===== config.mk =====
export PLATFORM = sky130hd
export DESIGN_NAME = dev_bridge_flat
export DESIGN_NICKNAME = d
export VERILOG_FILES = /design/src/rtl/dev_bridge_pkg.sv /design/src/rtl/dev_bridge_if.sv /design/src/rtl/dev_bridge_decode.sv /design/src/rtl/dev_bridge.sv /design/src/flat_wrapper.sv
export SDC_FILE = /design/constraint.sdc
export NUM_CORES = 1
export LEC_CHECK = 0
export CAP_MARGIN = 20
export CORE_MARGIN = 5
export CORE_UTILIZATION = 43
export DETAILED_ROUTE_END_ITERATION = 8
export GPL_ROUTABILITY_DRIVEN = 0
export PLACE_DENSITY = 0.89
export REMOVE_ABC_BUFFERS = 1
export SETUP_SLACK_MARGIN = 0.5
export SYNTH_ARGS = -nofsm -noshare
export SYNTH_HDL_FRONTEND = slang
export SYNTH_HIERARCHICAL = 1
export SYNTH_SLANG_ARGS = --single-unit

===== constraint.sdc =====
create_clock -name clk -period 2.99 [get_ports clk]
set_input_delay 0.299 -clock clk [delete_from_list [all_inputs] [get_ports clk]]
set_output_delay 0.299 -clock clk [all_outputs]
set_load 0.05 [all_outputs]

===== src/rtl/dev_bridge_pkg.sv =====
// Shared constants for the CPU-to-timer bridge: timer windows, valid register
// offsets and the bridge FSM state encoding.
package dev_bridge_pkg;

  localparam logic [31:0] TIMER0_BASE = 32'h0000_7F00;
  localparam logic [31:0] TIMER1_BASE = 32'h0000_7F10;
  localparam logic [31:0] WIN_MASK    = 32'hFFFF_FFF0;

  // Byte offsets inside a 16-byte window that hold a timer register.
  localparam logic [3:0] OFF_CTRL   = 4'h0;
  localparam logic [3:0] OFF_PRESET = 4'h4;
  localparam logic [3:0] OFF_COUNT  = 4'h8;

  typedef enum logic [1:0] {
    IDLE  = 2'd0,
    DRIVE = 2'd1,
    RESP  = 2'd2
  } state_t;

  // Misaligned offsets and offset 0xC fall outside this set, so they decode as errors.
  function automatic logic is_valid_offset(input logic [3:0] off);
    return (off == OFF_CTRL) || (off == OFF_PRESET) || (off == OFF_COUNT);
  endfunction

endpackage


===== src/rtl/dev_bridge_if.sv =====
// CPU bus, timer device bus and interrupt lines of the bridge.
// Handshake: the CPU holds cpu_req with stable addr/we/wdata; the bridge takes it
// only while idle and answers with a single-cycle cpu_ack carrying cpu_rdata/cpu_err.
interface dev_bridge_if;
  logic        cpu_req;
  logic        cpu_we;
  logic [31:0] cpu_addr;
  logic [31:0] cpu_wdata;
  logic        cpu_ack;
  logic [31:0] cpu_rdata;
  logic        cpu_err;
  logic [29:0] dev_addr;
  logic [31:0] dev_din;
  logic        dev_we0;
  logic        dev_we1;
  logic [31:0] dev_dout0;
  logic [31:0] dev_dout1;
  logic        irq0;
  logic        irq1;
  logic [5:0]  hwint;

  modport slave (
    input  cpu_req, cpu_we, cpu_addr, cpu_wdata, dev_dout0, dev_dout1, irq0, irq1,
    output cpu_ack, cpu_rdata, cpu_err, dev_addr, dev_din, dev_we0, dev_we1, hwint
  );

  modport master (
    output cpu_req, cpu_we, cpu_addr, cpu_wdata, dev_dout0, dev_dout1, irq0, irq1,
    input  cpu_ack, cpu_rdata, cpu_err, dev_addr, dev_din, dev_we0, dev_we1, hwint
  );
endinterface


===== src/rtl/dev_bridge_decode.sv =====
// Combinational address decoder: selects Timer0 or Timer1, or flags an error
// for unmapped, reserved-offset or misaligned addresses.
module dev_bridge_decode
  import dev_bridge_pkg::*;
(
  input  logic [31:0] addr,
  output logic        sel0,
  output logic        sel1,
  output logic        err
);

  logic in_win0;
  logic in_win1;
  logic off_ok;

  assign in_win0 = (addr & WIN_MASK) == TIMER0_BASE;
  assign in_win1 = (addr & WIN_MASK) == TIMER1_BASE;
  assign off_ok  = is_valid_offset(addr[3:0]);

  assign sel0 = in_win0 & off_ok;
  assign sel1 = in_win1 & off_ok;
  assign err  = ~(sel0 | sel1);

endmodule


===== src/rtl/dev_bridge.sv =====
// CPU-to-timer bridge: registers one CPU access, drives it to the selected
// timer for one cycle and returns a single-cycle ack; also registers timer irqs.
module dev_bridge
  import dev_bridge_pkg::*;
(
  input  logic         clk,
  input  logic         reset,
  dev_bridge_if.slave  bus,
  output state_t       dbg_state
);

  state_t      state;
  state_t      state_nxt;
  logic        accept;

  logic        dec_sel0;
  logic        dec_sel1;
  logic        dec_err;

  logic [29:0] addr_r;
  logic [31:0] din_r;
  logic        we_r;
  logic        sel0_r;
  logic        sel1_r;
  logic        err_r;
  logic [31:0] rdata_r;
  logic [5:0]  hwint_r;

  dev_bridge_decode u_decode (
    .addr (bus.cpu_addr),
    .sel0 (dec_sel0),
    .sel1 (dec_sel1),
    .err  (dec_err)
  );

  always_ff @(posedge clk or negedge reset) begin
    if (!reset) begin
      state <= IDLE;
    end else begin
      state <= state_nxt;
    end
  end

  always_comb begin
    state_nxt = state;
    accept    = 1'b0;
    case (state)
      IDLE: begin
        if (bus.cpu_req) begin
          accept    = 1'b1;
          state_nxt = dec_err ? RESP : DRIVE;
        end
      end
      DRIVE:   state_nxt = RESP;
      RESP:    state_nxt = IDLE;
      default: state_nxt = IDLE;
    endcase
  end

  // Request fields are captured only on acceptance, so later input changes cannot leak in.
  always_ff @(posedge clk or negedge reset) begin
    if (!reset) begin
      addr_r  <= '0;
      din_r   <= '0;
      we_r    <= 1'b0;
      sel0_r  <= 1'b0;
      sel1_r  <= 1'b0;
      err_r   <= 1'b0;
      rdata_r <= '0;
    end else if (accept) begin
      addr_r  <= bus.cpu_addr[31:2];
      din_r   <= bus.cpu_wdata;
      we_r    <= bus.cpu_we;
      sel0_r  <= dec_sel0;
      sel1_r  <= dec_sel1;
      err_r   <= dec_err;
      rdata_r <= '0;
    end else if (state == DRIVE && !we_r) begin
      rdata_r <= sel1_r ? bus.dev_dout1 : bus.dev_dout0;
    end
  end

  always_ff @(posedge clk or negedge reset) begin
    if (!reset) begin
      hwint_r <= '0;
    end else begin
      hwint_r <= {4'b0000, bus.irq1, bus.irq0};
    end
  end

  // Strobes decode from the state register, so an async reset drops them at once.
  assign bus.dev_addr  = addr_r;
  assign bus.dev_din   = din_r;
  assign bus.dev_we0   = (state == DRIVE) & we_r & sel0_r;
  assign bus.dev_we1   = (state == DRIVE) & we_r & sel1_r;
  assign bus.cpu_ack   = (state == RESP);
  assign bus.cpu_err   = (state == RESP) & err_r;
  assign bus.cpu_rdata = (state == RESP) ? rdata_r : 32'h0;
  assign bus.hwint     = hwint_r;
  assign dbg_state     = state;

endmodule


===== src/flat_wrapper.sv =====
// flat-port wrapper written by rule: the top's interface ports become plain ports
module dev_bridge_flat import dev_bridge_pkg::*;
  (clk, reset, dbg_state, bus_cpu_req, bus_cpu_we, bus_cpu_addr, bus_cpu_wdata, bus_dev_dout0, bus_dev_dout1, bus_irq0, bus_irq1, bus_cpu_ack, bus_cpu_rdata, bus_cpu_err, bus_dev_addr, bus_dev_din, bus_dev_we0, bus_dev_we1, bus_hwint);
  dev_bridge_if bus_i ();
  input  logic clk;
  input  logic reset;
  output state_t dbg_state;
  input wire logic [$bits(bus_i.cpu_req)-1:0] bus_cpu_req;
  input wire logic [$bits(bus_i.cpu_we)-1:0] bus_cpu_we;
  input wire logic [$bits(bus_i.cpu_addr)-1:0] bus_cpu_addr;
  input wire logic [$bits(bus_i.cpu_wdata)-1:0] bus_cpu_wdata;
  input wire logic [$bits(bus_i.dev_dout0)-1:0] bus_dev_dout0;
  input wire logic [$bits(bus_i.dev_dout1)-1:0] bus_dev_dout1;
  input wire logic [$bits(bus_i.irq0)-1:0] bus_irq0;
  input wire logic [$bits(bus_i.irq1)-1:0] bus_irq1;
  output wire logic [$bits(bus_i.cpu_ack)-1:0] bus_cpu_ack;
  output wire logic [$bits(bus_i.cpu_rdata)-1:0] bus_cpu_rdata;
  output wire logic [$bits(bus_i.cpu_err)-1:0] bus_cpu_err;
  output wire logic [$bits(bus_i.dev_addr)-1:0] bus_dev_addr;
  output wire logic [$bits(bus_i.dev_din)-1:0] bus_dev_din;
  output wire logic [$bits(bus_i.dev_we0)-1:0] bus_dev_we0;
  output wire logic [$bits(bus_i.dev_we1)-1:0] bus_dev_we1;
  output wire logic [$bits(bus_i.hwint)-1:0] bus_hwint;
  assign bus_i.cpu_req = bus_cpu_req;
  assign bus_i.cpu_we = bus_cpu_we;
  assign bus_i.cpu_addr = bus_cpu_addr;
  assign bus_i.cpu_wdata = bus_cpu_wdata;
  assign bus_i.dev_dout0 = bus_dev_dout0;
  assign bus_i.dev_dout1 = bus_dev_dout1;
  assign bus_i.irq0 = bus_irq0;
  assign bus_i.irq1 = bus_irq1;
  assign bus_cpu_ack = bus_i.cpu_ack;
  assign bus_cpu_rdata = bus_i.cpu_rdata;
  assign bus_cpu_err = bus_i.cpu_err;
  assign bus_dev_addr = bus_i.dev_addr;
  assign bus_dev_din = bus_i.dev_din;
  assign bus_dev_we0 = bus_i.dev_we0;
  assign bus_dev_we1 = bus_i.dev_we1;
  assign bus_hwint = bus_i.hwint;
  dev_bridge u_core (.clk(clk), .reset(reset), .bus(bus_i), .dbg_state(dbg_state));
endmodule

==> results.sh <==
export IMPL_status="finished clean"
export IMPL_cts_root_buf="clkbuf_8"
export IMPL_fin_ws_ns=0.655
export IMPL_clk_pin_slew_ns=0.09
export IMPL_drt_total_wl_mm=13.0
export IMPL_ys_seq_elements=102
export IMPL_wl_met3_mm=1.78
export IMPL_powerDensity_nw_per_um2=514
export IMPL_utilization_pct=69.4
export IMPL_synth_seq_area_share_pct=56.4
export IMPL_hp_start="bus_irq0"
export IMPL_reg2reg_slack_ns=1.21
export IMPL_synth_distinct_cells=27
export IMPL_vias=3424
export IMPL_power_mw=3.67
export IMPL_io_buffers=235
export IMPL_tightest_slew_ns=0.887
export IMPL_fillers=695
export IMPL_path_class="register to primary output"
export IMPL_drive_above_1_share_pct=19.5
export IMPL_wl_met2_mm=6.16
export IMPL_required_ns=2.69
export IMPL_insertion_delay_ns=0.35
export IMPL_io_pins=240
export IMPL_firstDrtPassIters=4
export IMPL_start_util_pct=44.0
export IMPL_r2r_start="u_core/dbg_state[0]"
export IMPL_area_delta_synth_final_pct=57.6
export IMPL_holdWs_ns=0.391
export IMPL_core_area_um2=10300
export IMPL_relSlewSlack_pct=40.8
export IMPL_hold_viol=0
export IMPL_top_layer_used="met4"
export IMPL_power_leakage_nw=3.00
export IMPL_post_cts_buffers=0
export IMPL_placed_cell_area_um2=6960
export IMPL_groute_usage_overall_pct=20.9
export IMPL_die_x_um=113
export IMPL_ant_nets=0
export IMPL_std_cell_rows=37
export IMPL_antenna_found_initial=0
export IMPL_drc_errors=0
export IMPL_irDropWorstVdd_mv=0.499
export IMPL_max_cap_viol_count=0
export IMPL_wl_per_cell_um=18.9
export IMPL_worstHoldPathCells=1
export IMPL_hold_path_endpoint="u_core/bus.hwint[0]"
export IMPL_crit_fanout=6
export IMPL_via_per_inst=4.99
export IMPL_r2r_end="u_core/rdata_r[13]"
export IMPL_place_worst_setup_slack_ns=0.735
export IMPL_grt_max_degree=69
export IMPL_hold_class="input pin to register"
export IMPL_synthCells=317
export IMPL_r2r_cells=4
export IMPL_nNetsFinal=680
export IMPL_grt_overflow_total=0
export IMPL_cts_sinks=102
export IMPL_design_area_um2=7140
export IMPL_cts_buffers=9
export IMPL_rsz0062_at_grt="no"
export IMPL_cts_tree="done"
export IMPL_start_kind="register"
export IMPL_setup_worst_path_start="u_core/dbg_state[0]"
export IMPL_yosys_warnings=6
export IMPL_num_antenna_cells=0
export IMPL_skew_ns=0.00765
export IMPL_grt_pass1_vias=3911
export IMPL_syn_area_per_cell_um2=14.3
export IMPL_end_kind="primary output"
export IMPL_syn_area_um2=4530
export IMPL_clockBufferDepth=2
export IMPL_slew_viol_final=0
export IMPL_fin_crit_sh_pct=78.1
export IMPL_drt_iter0_markers=118
export IMPL_setup_violations=0
export IMPL_fmax_ghz=0.428
export IMPL_htreeDepth=3
export IMPL_arrival_ns=2.04
export IMPL_dpl_hpwl_mm=10.1
export IMPL_fin_crit_ns=2.33
export IMPL_die_area_um2=12700
export IMPL_grt_first_pass_wirelength_mm=21.0
export IMPL_die_h_um=113
export IMPL_wirelength_met1_mm=4.83
-- cells in the mapped netlist --
cell       instances  area [µm²]
nor4b_2            1        15.0
clkbuf_1           6        22.5
dfrtp_1          102        2550
buf_4              8        60.1
nor4_1             3        18.8
inv_1              1        3.75
nor2b_4            1        13.8
nor3_1             1        5.00
and2_1            33         206
conb_1             1        3.75
nor2b_1            3        18.8
nor4_2             3        37.5
o2bb2ai_2         10         150
nand2_1            2        7.51
nand4_1            2        12.5
nor2_1             1        3.75
mux2i_1           32         320
nor3b_2            1        12.5
a21oi_1            1        5.00
buf_6              4        45.0
or3b_1             1        8.76
or3_1              1        6.26
o2bb2ai_1         22         193
and4_1             1        8.76
buf_2              8        40.0
and3_1             2        12.5
mux2_2            66         743
-- state kept, by name, summed over array words and instances, names as in the netlist --
name,flops
u_core/bus.dev_addr,30
u_core/sel1_r,1
u_core/dbg_state,2
u_core/err_r,1
u_core/we_r,1
u_core/bus.hwint,2
u_core/rdata_r,32
u_core/bus.dev_din,32
u_core/sel0_r,1
-- through the flow --
stage,std cells,TNS (ns)
3_5_place_dp,670,0
4_1_cts,686,0
5_1_grt,686,0
3_3_place_gp,670,0
2_1_floorplan,294,-113.28
6_report,686,0
-- report_power, final --
part | internal [mW] | total [mW] | switching (mW)
logic | 0.494 | 1.19 | 0.696
registers | 1.51 | 1.58 | 0.0716
clock network | 0.450 | 0.896 | 0.446
-- layer usage --
layer  vias to the layer above  global-route usage, %
met5                         -                      0
met4                         0                   6.73
met3                        14                   11.2
met2                       176                   35.0
met1                      1651                   22.9
li1                       1583                      -
-- logic make-up after synthesis --
kind of cell	Yosys count	synth area share, %
AOI/OAI and AO/OA	33	7.68
other	1	0.0828
DFF	102	56.4
and+or+nand+nor	56	8.57
buffers and inverters	27	3.79
muxes	98	23.5
-- placed cells by master, fill, tap and decap left out, types with 2 or more instances in the layout --
cell type	count
conb_1	4
clkbuf_8	12
nor4_1	3
nor2b_1	2
and3_1	2
dfrtp_1	101
dlygate4sd2_1	32
mux2_2	66
buf_4	6
o2bb2ai_2	10
nand4_1	2
buf_12	2
o2bb2ai_1	22
nand2_1	2
and2_1	33
clkdlybuf4s50_1	200
nor4_2	3
mux2i_1	32
-- worst max path at each step --
stage	endpoint
after floorplan	u_core/rdata_r[0]
after global placement	u_core/err_r
after detailed placement	u_core/err_r
after CTS	bus_dev_we0
after global routing	bus_dev_we0
final	bus_dev_we0
-- layout make-up --
class | instances | area, µm² | share of cell area [%]
clock buffer | 12 | 165 | 2.31
clock inverter | 3 | 42.5 | 0.596
inverter | 1 | 3.75 | 0.0526
multi-input combinational | 191 | 1820 | 25.5
sequential | 102 | 2550 | 35.8
tap | 136 | 170 | 2.38
timing repair buffer | 241 | 2380 | 33.3
-- repair_timing --
| item | in CTS | in global routing |
|---|---|---|
| hold buffers | 1 | 0 |
| gates resized for setup | 32 | 0 |
| endpoints found under the setup margin | 32 | 0 |
| hold endpoints to repair | 2 | 0 |
-- critical path: stages, from the launching register on --
cell	delay (ns)
dfrtp_1	0.48
nor2b_1	0.22
and3_1	0.17
clkdlybuf4s50_1	0.82
Note: power is estimated with default switching activity, not from simulation.
